==> config.mk <==
export PLATFORM = sky130hd
export DESIGN_NAME = pipeline_ctrl_flat
export DESIGN_NICKNAME = d
export VERILOG_FILES = /design/src/rtl/pipeline_ctrl_if.sv /design/src/rtl/pipeline_ctrl.sv /design/src/flat_wrapper.sv
export SDC_FILE = /design/constraint.sdc
export NUM_CORES = 1
export LEC_CHECK = 0
export CAP_MARGIN = 15
export CORE_ASPECT_RATIO = 0.7
export CORE_MARGIN = 2
export CORE_UTILIZATION = 45
export DETAILED_ROUTE_END_ITERATION = 16
export GPL_ROUTABILITY_DRIVEN = 0
export PLACE_DENSITY = 0.8
export SLEW_MARGIN = 20
export SYNTH_ARGS = -nofsm -noshare
export SYNTH_HDL_FRONTEND = slang
export SYNTH_SLANG_ARGS = --single-unit
==> constraint.sdc <==
create_clock -name clk -period 1.79 [get_ports clk]
set_input_delay 0.358 -clock clk [delete_from_list [all_inputs] [get_ports clk]]
set_output_delay 0.358 -clock clk [all_outputs]
set_load 0.02 [all_outputs]
==> src/rtl/pipeline_ctrl_if.sv <==
// Stage-control bundle between the pipeline sequencer and the MIPS datapath:
// hazard/handshake/debug requests in, per-stage reset/enable pairs out.
interface pipeline_ctrl_if;
    logic reg_stall;
    logic branch_taken;
    logic mem_req;
    logic dmem_ack;
    logic dbg_halt;
    logic dbg_step;

    logic if_rst;
    logic id_rst;
    logic exe_rst;
    logic mem_rst;
    logic wb_rst;
    logic if_en;
    logic id_en;
    logic exe_en;
    logic mem_en;
    logic wb_en;

    modport master (
        input  reg_stall, branch_taken, mem_req, dmem_ack, dbg_halt, dbg_step,
        output if_rst, id_rst, exe_rst, mem_rst, wb_rst,
        output if_en, id_en, exe_en, mem_en, wb_en
    );

    modport slave (
        output reg_stall, branch_taken, mem_req, dmem_ack, dbg_halt, dbg_step,
        input  if_rst, id_rst, exe_rst, mem_rst, wb_rst,
        input  if_en, id_en, exe_en, mem_en, wb_en
    );
endinterface

==> src/rtl/pipeline_ctrl.sv <==
// Stage-control sequencer for the 5-stage pipeline: power-up reset hold,
// hazard/branch/memory-wait decisions, debug halt/step, perf counters.
//
//   state      | meaning
//   -----------+-------------------------------------------------------
//   S_INIT     | all stages held in reset for RST_CYCLES cycles
//   S_RUN      | normal issue: mem wait > branch flush > load-use stall
//   S_MEM_WAIT | full freeze until dmem_ack or timeout
//   S_HALT     | frozen by debug, waiting for resume or single step
//   S_STEP     | one cycle of RUN rules, then back to HALT
module pipeline_ctrl #(
    parameter int RST_CYCLES  = 4,
    parameter int CNT_W       = 16,
    parameter int MEM_TIMEOUT = 255
) (
    input  logic                 clk,
    input  logic                 rst_n,
    pipeline_ctrl_if.master      bus,
    output logic                 halted,
    output logic                 mem_timeout,
    output logic [CNT_W-1:0]     stall_cnt,
    output logic [CNT_W-1:0]     flush_cnt
);

    localparam int INIT_W = $clog2(RST_CYCLES + 1);
    localparam int TMO_W  = $clog2(MEM_TIMEOUT + 1);
    localparam logic [INIT_W-1:0] INIT_LAST = INIT_W'(RST_CYCLES - 1);
    localparam logic [TMO_W-1:0]  TMO_LAST  = TMO_W'(MEM_TIMEOUT - 1);

    // Stage vector bit order: 0=IF 1=ID 2=EXE 3=MEM 4=WB
    localparam logic [4:0] FLUSH_EN  = 5'b11001;
    localparam logic [4:0] FLUSH_RST = 5'b00110;
    localparam logic [4:0] STALL_EN  = 5'b11000;
    localparam logic [4:0] STALL_RST = 5'b00100;

    typedef enum logic [2:0] {
        S_INIT,
        S_RUN,
        S_MEM_WAIT,
        S_HALT,
        S_STEP
    } state_t;

    state_t            state_q, state_d;
    logic [4:0]        rst_q, rst_d;
    logic [4:0]        en_q, en_d;
    logic [INIT_W-1:0] init_q, init_d;
    logic [TMO_W-1:0]  tmo_q, tmo_d;
    logic              timeout_d;
    logic              halted_d;
    logic              stall_inc;
    logic              flush_inc;
    logic              run_eval;
    logic              mem_ok;

    always_comb begin
        state_d   = state_q;
        rst_d     = '0;
        en_d      = '0;
        init_d    = init_q;
        tmo_d     = tmo_q;
        timeout_d = mem_timeout;
        halted_d  = 1'b0;
        stall_inc = 1'b0;
        flush_inc = 1'b0;
        run_eval  = 1'b0;
        mem_ok    = 1'b0;

        case (state_q)
            S_INIT: begin
                rst_d = '1;
                if (init_q == INIT_LAST) begin
                    state_d = bus.dbg_halt ? S_HALT : S_RUN;
                end else begin
                    init_d = init_q + 1'b1;
                end
            end
            S_RUN, S_STEP: begin
                run_eval = 1'b1;
            end
            S_MEM_WAIT: begin
                if (bus.dmem_ack) begin
                    run_eval = 1'b1;
                    mem_ok   = 1'b1;
                end else if (tmo_q == TMO_LAST) begin
                    timeout_d = 1'b1;
                    run_eval  = 1'b1;
                    mem_ok    = 1'b1;
                end else begin
                    tmo_d = tmo_q + 1'b1;
                end
            end
            S_HALT: begin
                halted_d = 1'b1;
                if (!bus.dbg_halt) begin
                    state_d = S_RUN;
                end else if (bus.dbg_step) begin
                    state_d = S_STEP;
                end
            end
            default: begin
                state_d = S_INIT;
                rst_d   = '1;
            end
        endcase

        // Leaving MEM_WAIT counts as the access being satisfied, so the
        // still-asserted mem_req must not send us straight back into the wait.
        if (run_eval) begin
            if (bus.mem_req && !bus.dmem_ack && !mem_ok) begin
                state_d = S_MEM_WAIT;
                tmo_d   = '0;
            end else begin
                if (bus.branch_taken) begin
                    en_d      = FLUSH_EN;
                    rst_d     = FLUSH_RST;
                    flush_inc = 1'b1;
                end else if (bus.reg_stall) begin
                    en_d      = STALL_EN;
                    rst_d     = STALL_RST;
                    stall_inc = 1'b1;
                end else begin
                    en_d = '1;
                end
                state_d = (state_q == S_STEP || bus.dbg_halt) ? S_HALT : S_RUN;
            end
        end
    end

    always_ff @(posedge clk or negedge rst_n) begin
        if (!rst_n) begin
            state_q     <= S_INIT;
            rst_q       <= '1;
            en_q        <= '0;
            init_q      <= '0;
            tmo_q       <= '0;
            halted      <= 1'b0;
            mem_timeout <= 1'b0;
            stall_cnt   <= '0;
            flush_cnt   <= '0;
        end else begin
            state_q     <= state_d;
            rst_q       <= rst_d;
            en_q        <= en_d;
            init_q      <= init_d;
            tmo_q       <= tmo_d;
            halted      <= halted_d;
            mem_timeout <= timeout_d;
            if (stall_inc && (stall_cnt != '1)) begin
                stall_cnt <= stall_cnt + CNT_W'(1);
            end
            if (flush_inc && (flush_cnt != '1)) begin
                flush_cnt <= flush_cnt + CNT_W'(1);
            end
        end
    end

    assign bus.if_rst  = rst_q[0];
    assign bus.id_rst  = rst_q[1];
    assign bus.exe_rst = rst_q[2];
    assign bus.mem_rst = rst_q[3];
    assign bus.wb_rst  = rst_q[4];
    assign bus.if_en   = en_q[0];
    assign bus.id_en   = en_q[1];
    assign bus.exe_en  = en_q[2];
    assign bus.mem_en  = en_q[3];
    assign bus.wb_en   = en_q[4];

endmodule

==> src/flat_wrapper.sv <==
// flat-port wrapper written by rule: the top's interface ports become plain ports
module pipeline_ctrl_flat 
#(
    parameter int RST_CYCLES  = 4,
    parameter int CNT_W       = 16,
    parameter int MEM_TIMEOUT = 255
)
  (clk, rst_n, halted, mem_timeout, stall_cnt, flush_cnt, bus_reg_stall, bus_branch_taken, bus_mem_req, bus_dmem_ack, bus_dbg_halt, bus_dbg_step, bus_if_rst, bus_id_rst, bus_exe_rst, bus_mem_rst, bus_wb_rst, bus_if_en, bus_id_en, bus_exe_en, bus_mem_en, bus_wb_en);
  pipeline_ctrl_if bus_i ();
  input  logic clk;
  input  logic rst_n;
  output logic halted;
  output logic mem_timeout;
  output logic [CNT_W-1:0] stall_cnt;
  output logic [CNT_W-1:0] flush_cnt;
  input wire logic [$bits(bus_i.reg_stall)-1:0] bus_reg_stall;
  input wire logic [$bits(bus_i.branch_taken)-1:0] bus_branch_taken;
  input wire logic [$bits(bus_i.mem_req)-1:0] bus_mem_req;
  input wire logic [$bits(bus_i.dmem_ack)-1:0] bus_dmem_ack;
  input wire logic [$bits(bus_i.dbg_halt)-1:0] bus_dbg_halt;
  input wire logic [$bits(bus_i.dbg_step)-1:0] bus_dbg_step;
  output wire logic [$bits(bus_i.if_rst)-1:0] bus_if_rst;
  output wire logic [$bits(bus_i.id_rst)-1:0] bus_id_rst;
  output wire logic [$bits(bus_i.exe_rst)-1:0] bus_exe_rst;
  output wire logic [$bits(bus_i.mem_rst)-1:0] bus_mem_rst;
  output wire logic [$bits(bus_i.wb_rst)-1:0] bus_wb_rst;
  output wire logic [$bits(bus_i.if_en)-1:0] bus_if_en;
  output wire logic [$bits(bus_i.id_en)-1:0] bus_id_en;
  output wire logic [$bits(bus_i.exe_en)-1:0] bus_exe_en;
  output wire logic [$bits(bus_i.mem_en)-1:0] bus_mem_en;
  output wire logic [$bits(bus_i.wb_en)-1:0] bus_wb_en;
  assign bus_i.reg_stall = bus_reg_stall;
  assign bus_i.branch_taken = bus_branch_taken;
  assign bus_i.mem_req = bus_mem_req;
  assign bus_i.dmem_ack = bus_dmem_ack;
  assign bus_i.dbg_halt = bus_dbg_halt;
  assign bus_i.dbg_step = bus_dbg_step;
  assign bus_if_rst = bus_i.if_rst;
  assign bus_id_rst = bus_i.id_rst;
  assign bus_exe_rst = bus_i.exe_rst;
  assign bus_mem_rst = bus_i.mem_rst;
  assign bus_wb_rst = bus_i.wb_rst;
  assign bus_if_en = bus_i.if_en;
  assign bus_id_en = bus_i.id_en;
  assign bus_exe_en = bus_i.exe_en;
  assign bus_mem_en = bus_i.mem_en;
  assign bus_wb_en = bus_i.wb_en;
  pipeline_ctrl #(.RST_CYCLES(RST_CYCLES), .CNT_W(CNT_W), .MEM_TIMEOUT(MEM_TIMEOUT)) u_core (.clk(clk), .rst_n(rst_n), .bus(bus_i), .halted(halted), .mem_timeout(mem_timeout), .stall_cnt(stall_cnt), .flush_cnt(flush_cnt));
endmodule
==> summary.txt, run 1 <==
Timing
  – Final Hold Violating Endpoints: 0
  – Count of final max-slew check failures: 0
  – Final worst setup slack: -0.0223 ns
  – Setup repair after global routing missed its margin: yes
  – Count of endpoints failing setup in the final report: 5
  – Max Freq: 0.552 GHz
  – Setup clock skew after layout: 0.00763 ns
  – Crit path time final: 1.81 ns
  – Relative slew slack: 72.5%
  – Transition time at the pin with the least slew margin: 0.412 ns
  – Worst hold margin: 0.0279 ns
  – Period utilisation layout: 101%

Power
  – Power density over the cells: 1180 nW/µm²
  – Leakage power figure: 0.00199 µW
  – Total power draw: 4830 µW
  – Maximum VDD drop: 541 µV

Routing
  – Wire length per cell after detailed routing: 16.1 µm
  – DRC violation count after routing: 0
  – Vias after detailed routing: 2331
  – Violation count after the first detailed-routing iteration: 120
  – Number of nets still failing antenna checks after routing: 0
  – Final wirelength: 7.07 mm
  – Via count normalized by instance count: 5.31
  – Number of detailed-route iterations in the first pass: 4

Clock network
  – H-tree depth: 2
  – Clock-pin transition on the worst setup and hold timing paths: 0.10 ns
  – Worst-skew pair later-pin latency: 0.31 ns
  – TritonCTS Buffers: 5
  – Number of buffers on the longest clock path: 2
  – CTS tree: done
  – Clock tree root buffer cell: clkbuf_8
  – Number of clock sinks seen by CTS: 54

Cells and area
  – Number of antenna repair diodes: 0
  – Share of cells above drive strength 1: 29.7%
  – Layout Area Growth over Synthesis: 49.4%
  – Number of nets in the layout: 377
  – Commonest non-fill, non-tap cells in the layout: dfrtp_1 (49), buf_4 (44), clkdlybuf4s50_1 (32)
  – Most frequent standard cell in the layout excluding fill and tap cells: dfrtp_1

Logic synthesis
  – Area share of xor/xnor cells in the synthesized design: 10.8%
  – Synthesis Warnings: 0
  – Synth async-reset ratio: 100%
  – Top flip-flop cell by instance count after synthesis: dfrtp_1
  – Seq cells post-synth: 54
  – Count of flip-flops with a built-in enable after synthesis: 0
  – Post-synthesis simple-gate area fraction: 25.3%
  – Netlist area before placement: 2750 µm²
  – Mean area per synthesized cell: 10.5 µm²
  – Main combinational cell family by area after synthesis: simple AND/OR/NAND/NOR gates
  – Synthesized net count: 276
  – Area fraction in compound gates after synthesis: 4.42%
  – Share of synthesized area occupied by flip-flops and latches: 49.3%
  – Share of synthesized area spent on multiplexers: 3.10%
  – Share of synthesized cell area in full adder, half adder and majority cells: 2.73%
  – Synthesized netlist cell count: 262
  – Netlist cell types: 43

Worst setup path
  – Worst EP arrival: 2.02 ns
  – Critical path startpoint category: flop
  – Critical path required time: 1.99 ns
  – Largest driver fanout on the critical path: 5
  – CP Class: flop to flop
  – Critical Path Sink Type: flop

Floorplan
  – Die outline area: 6760 µm²
  – Starting density of the core: 47.3%
  – Die Wd: 97.4 µm
  – Core footprint: 5810 µm²
  – Die height: 69.4 µm
  – FP Rows: 23
  – IO Pins: 52

Outcome
  – Status: complete, but fails checks
  – Failing checks: negative setup slack

Placed design
  – Post-detailed-placement half-perimeter wirelength: 4.54 mm
  – Quantity of I/O buffers inserted on ports: 51

Min path
  – Path category of the worst min-delay check: input port to async pin

Global routing
  – Pin count of the biggest net entering global routing: 55
  – Global-route wire length before repair: 10.4 mm
  – Via count of the first global-routing pass: 2191
  – Total global-route track usage: 18.8%
  – GRT overflow: 0
  – Antenna violations before repair: 0

Job
  – Maximum Capacitance Violations: 0
routing by layer:
layer	vias to the layer above	GRT usage [%]	share of wire, %
li1	1105	-	-
met1	1135	26.2	45
met2	80	30.3	49
met3	11	3.73	4.7
met4	0	5.25	1.4
met5	-	0	0
cells by family (layout without fill, tap and decap cells):
kind of cell	Yosys count	count (layout)
and+or+nand+nor	122	122
DFF	54	54
xor gates and xnor gates	34	34
buffers and inverters	21	123
AOI/OAI and AO/OA	17	17
muxes	8	8
adders and majority gates	6	6
power breakdown:
part	switching [µW]	total, µW	internal [µW]	leakage (µW)
combinational	1190	2330	1140	0.00125
clock	390	809	419	0.0000524
sequential	203	1690	1490	0.000685
synthesized netlist by cell type (2+ instances only):
master | n | share of area, %
xor2_1 | 21 | 6.7
ha_1 | 6 | 2.7
nand2b_1 | 6 | 1.4
nor3_1 | 15 | 2.7
and2_1 | 3 | 0.68
nor3b_1 | 2 | 0.55
o21a_1 | 2 | 0.55
a211oi_1 | 2 | 0.55
buf_4 | 6 | 1.6
nand3_1 | 11 | 2.0
nor4_2 | 4 | 1.8
or4_1 | 2 | 0.55
xnor2_1 | 13 | 4.1
and3_1 | 8 | 1.8
inv_1 | 11 | 1.5
dfstp_2 | 3 | 2.9
nor2_1 | 22 | 3.0
and4_1 | 2 | 0.64
nand2_1 | 27 | 3.7
mux2i_1 | 4 | 1.5
nand4_1 | 8 | 1.8
o21ai_0 | 4 | 0.73
mux2_2 | 4 | 1.6
nor4_1 | 4 | 0.91
buf_6 | 2 | 0.82
dfrtp_1 | 51 | 46
a21oi_1 | 3 | 0.55
critical path: stages (launching register included):
cell	delay (ns)
dfrtp_1	0.40
inv_2	0.08
ha_4	0.13
and3_4	0.18
and3_4	0.21
o21ai_4	0.08
buf_6	0.14
nor3_4	0.17
mux2_4	0.31
state kept, by name (all words and copies together), names as in the netlist:
register	count
u_core.flush_cnt	16
u_core.stall_cnt	16
u_core.tmo_q	8
u_core.en_q	3
u_core.init_q	3
u_core.rst_q	3
u_core.state_q	3
u_core.halted	1
u_core.mem_timeout	1
per-stage QoR:
stage / utilization (%) / instances / setup WS (ns) / setup TNS, ns / cell area [µm²]
floorplan: - / 262 / 0.00404 / 0 / 2750
global placement: 62.9 / 424 / -0.318 / -8.14 / 3650
detailed placement: 62.9 / 424 / -0.340 / -9.09 / 3650
CTS: 66.3 / 434 / -0.00267 / -0.00267 / 3850
global route: 70.6 / 439 / -0.130 / -0.964 / 4100
finish: 70.6 / 439 / -0.0223 / -0.0729 / 4100
cell type report:
class	count	area, µm²
Inverter	12	45.0
Clock inverter	1	30.0
Timing Repair Buffer	103	982
Clock buffer	7	76.3
Fill cell	409	1710
Sequential cell	54	1360
Multi-Input combinational cell	187	1520
Tap cell	75	93.8
final timing paths:
check	start	to	slack, ns	depth (start not counted)
worst max-delay path	u_core.tmo_q[0]$_DFF_PN0_	u_core.flush_cnt[12]$_DFFE_PN0P_	-0.02	8
worst min-delay path	rst_n	u_core.stall_cnt[6]$_DFFE_PN0P_	0.03	2
worst max register to register	u_core.tmo_q[0]$_DFF_PN0_	u_core.flush_cnt[12]$_DFFE_PN0P_	-0.02	8
worst min register to register	u_core.flush_cnt[6]$_DFFE_PN0P_	u_core.flush_cnt[6]$_DFFE_PN0P_	0.49	1
max in group asynchronous	rst_n	u_core.rst_q[1]$_DFF_PN1_	1.46	2
min in group clk	u_core.flush_cnt[6]$_DFFE_PN0P_	u_core.flush_cnt[6]$_DFFE_PN0P_	0.49	1
what timing repair did:
| action | in CTS | in global routing |
|---|---|---|
| hold buffers | 0 | 0 |
| pin swaps | 6 | 21 |
| resized for setup | 25 | 49 |
| setup buffers | 3 | 5 |
| setup endpoints to repair | 21 | 38 |
| gates cloned | 0 | 0 |
Note: power is estimated with default switching activity, not from simulation.
==> run 2, diff against run 1 <==
Settings changed: CORE_UTILIZATION 45 to 47, PLACE_DENSITY 0.8 to 0.83, SLEW_MARGIN 20 to not set, TNS_END_PERCENT set to 1.
==> summary.txt, run 2 (synthesis gave the netlist of run 1 again) <==
Worst setup path
  – Setup slack, reg-to-reg: -0.04 ns (about the same)
  – Critical path startpoint category: flop
  – Worst EP arrival: 2.04 ns (+0.02 ns)
  – Worst R2R Start: u_core.tmo_q[0]$_DFF_PN0_
  – Slowest stage cell on the critical path: dfrtp_1
  – Critical path required time: 2.00 ns (about the same)
  – Highest cell delay on the worst timing path: 0.40 ns (about the same)
  – Worst path bufs/invs: 2 (unchanged)
  – Cell-by-cell listing of the critical path: inv_2 > ha_1 > and3_1 > and3_4 > o21ai_2 > buf_4 > nor3_2 > xor2_1
  – Top Family by Delay on Critical Path: flip-flops
  – Reg-to-Reg End: u_core.flush_cnt[14]$_DFFE_PN0P_
  – CP Class: flop to flop
  – Critical Path Sink Type: flop
  – Path depth of the worst reg2reg path: 8 (unchanged)
  – Largest driver fanout on the critical path: 5 (unchanged)

Power
  – Power density over the cells: 1150 nW/µm² (-2.5%)
  – Part of the total power dissipated in combinational logic: 47.4% (-0.8 points)
  – Share of total power in sequential cells: 35.9% (+0.8 points)
  – Clock network fraction of total power: 16.7% (about the same)
  – Net load switching power: 1760 µW (-1.3%)
  – Internal: 2900 µW (-4.9%)
  – Maximum VDD drop: 774 µV (+43%)
  – Total power draw: 4660 µW (-3.6%)
  – Switching portion of total power: 37.7% (+0.87 points)
  – Leakage power figure: 0.00212 µW (+6.8%)

Floorplan
  – Die outline area: 6480 µm² (-4.0%)
  – Starting density of the core: 48.2% (+0.95 points)
  – Core footprint: 5700 µm² (-2.0%)
  – Die Wd: 95.4 µm (-2.1%)
  – FP Rows: 23 (unchanged)
  – Die height: 68.0 µm (-2.0%)
  – IO Pins: 52 (unchanged)

Cells and area
  – Commonest non-fill, non-tap cells in the layout: buf_4 (53), dfrtp_1 (50), nand2_1 (27)
  – Share of cells above drive strength 1: 30.1% (+0.44 points)
  – Filler cell count in the final layout: 381 (-6.8%)
  – Top Registers: u_core.flush_cnt (16), u_core.stall_cnt (16), u_core.tmo_q (8)
  – Number of antenna repair diodes: 0 (unchanged)
  – Final cell count without fillers: 447 (+1.8%)
  – Flip-flop and latch area: 1360 µm² (about the same)
  – Most frequent standard cell in the layout excluding fill and tap cells: buf_4
  – Area taken by multi-input logic gates: 1440 µm² (-5.4%)
  – Layout Area Growth over Synthesis: 47.7%
  – Number of nets in the layout: 385 (+2.1%)

Clock network
  – CTS tree: done
  – Clock-pin transition on the worst setup and hold timing paths: 0.10 ns (about the same)
  – H-tree depth: 2 (unchanged)
  – Worst-skew pair later-pin latency: 0.32 ns (about the same)
  – TritonCTS Buffers: 5 (unchanged)
  – Clock tree root buffer cell: clkbuf_8
  – Number of clock sinks seen by CTS: 54 (unchanged)
  – Number of buffers on the longest clock path: 2 (unchanged)

Placed design
  – Placed Instances: 434 (+2.4%)
  – Quantity of I/O buffers inserted on ports: 51 (unchanged)
  – Post-detailed-placement half-perimeter wirelength: 4.86 mm (+7.1%)

Timing
  – Count of endpoints failing setup in the final report: 10 (+5)
  – Total Neg Setup Slack: -0.112 ns (-0.0390 ns)
  – Crit path time final: 1.83 ns (+0.0137 ns)
  – Period utilisation layout: 102% (+0.77 points)
  – Max Freq: 0.548 GHz (-0.75%)
  – Final Hold Violating Endpoints: 0 (unchanged)
  – Transition time at the pin with the least slew margin: 0.450 ns (+0.0377 ns)
  – Relative slew slack: 70.0% (-2.4 points)
  – Count of final max-slew check failures: 0 (unchanged)
  – Setup repair after global routing missed its margin: yes
  – Final worst setup slack: -0.0360 ns (-0.0137 ns)
  – Setup clock skew after layout: 0.0102 ns (+0.00260 ns)

Global routing
  – Global-route wire length before repair: 11.2 mm (+7.8%)
  – Antenna violations before repair: 0 (unchanged)
  – GRT overflow: 0 (unchanged)
  – Pin count of the biggest net entering global routing: 22 (-60%)
  – Total global-route track usage: 23.0% (+4.2 points)
  – Via count of the first global-routing pass: 2352 (+7.3%)

Routing
  – Number of nets still failing antenna checks after routing: 0 (unchanged)
  – Number of detailed-route iterations in the first pass: 4 (unchanged)
  – Wire length per cell after detailed routing: 15.9 µm (-1.2%)
  – Vias after detailed routing: 2355 (+1.0%)
  – Via count normalized by instance count: 5.27 (-0.78%)
  – Violation count after the first detailed-routing iteration: 85 (-29%)
  – DRC violation count after routing: 0 (unchanged)
  – Final wirelength: 7.12 mm (+0.64%)

Job
  – Maximum Capacitance Violations: 0 (unchanged)

Min path
  – Path category of the worst min-delay check: flop to flop
  – Hold path cells: 1
  – Startpoint of the most critical hold path: u_core.mem_timeout$_DFFE_PN0P_
  – End point of the worst hold path: u_core.mem_timeout$_DFFE_PN0P_

Outcome
  – Failing checks: negative setup slack
  – Status: complete, but fails checks
run 2: changes by cell type in the layout (fill, tap and decap cells not counted), moves of 3 or more:
cell / before / now
buf_4: 44 / 53
clkdlybuf4s50_1: 32 / 25
dlymetal6s2s_1: 13 / 20
nor2_4: 4 / 1
nor3_2: 5 / 11
nor3_4: 6 / 1
run 2: worst register-to-register path: stages, from the launching register on:
cell,delay [ns]
dfrtp_1,0.40
inv_2,0.05
ha_1,0.19
and3_1,0.15
and3_4,0.21
o21ai_2,0.35
buf_4,0.19
nor3_2,0.04
xor2_1,0.14
run 2: through the flow:
stage / hold WS [ns] / worst slack [ns] / cell area, µm² / util, %
final: 0.481 / -0.0360 / 4060 / 71.2
after global routing: 0.511 / -0.122 / 4060 / 71.2
after CTS: 0.484 / -0.0222 / 3920 / 68.8
after detailed placement: 0.322 / -0.332 / 3700 / 65.0
after global placement: 0.314 / -0.290 / 3700 / 65.0
after floorplan: 0.0624 / 0.00404 / 2750 / -
run 2: how the worst max path moves through the flow:
stage,to,slack [ns],cells past startpoint,startpoint
floorplan,u_core.stall_cnt[11]$_DFFE_PN0P_,0.004,5,u_core.stall_cnt[7]$_DFFE_PN0P_
global placement,u_core.stall_cnt[8]$_DFFE_PN0P_,-0.29,5,bus_branch_taken
detailed placement,u_core.stall_cnt[8]$_DFFE_PN0P_,-0.33,5,bus_branch_taken
CTS,u_core.flush_cnt[4]$_DFFE_PN0P_,-0.02,7,u_core.tmo_q[0]$_DFF_PN0_
global route,u_core.stall_cnt[15]$_DFFE_PN0P_,-0.12,9,u_core.tmo_q[0]$_DFF_PN0_
finish,u_core.flush_cnt[14]$_DFFE_PN0P_,-0.04,8,u_core.tmo_q[0]$_DFF_PN0_
run 2: routing by layer:
layer,up-vias,global-route usage [%],routed length [µm]
met1,1163,30.2,3090
met3,6,4.19,327
li1,1119,-,-
met5,-,0,0
met4,0,8.04,67
met2,67,39.0,3630
run 2: power by group through the flow:
stage | combinational (µW) | clock [µW] | sequential [µW]
global route | 2380 | 828 | 1700
detailed placement | 2090 | 0 | 1680
global placement | 2040 | 0 | 1670
CTS | 2150 | 775 | 1660
finish | 2210 | 779 | 1670
floorplan | 908 | 0 | 1900
run 2: what timing repair did:
action,CTS,global route
resized for setup,20,37
setup endpoints to repair,28,57
hold buffers,1,0
hold endpoints to repair,14,0
buffers inserted,2,1
pin swaps,8,10
gates cloned,1,0
run 2: cell type report:
type,instances,share of cell area (%)
Clock buffer,7,2.37
Multi-Input combinational cell,188,35.4
Inverter,12,1.11
Clock inverter,1,0.216
Timing Repair Buffer,110,25.2
Sequential cell,54,33.4
Tap cell,75,2.31
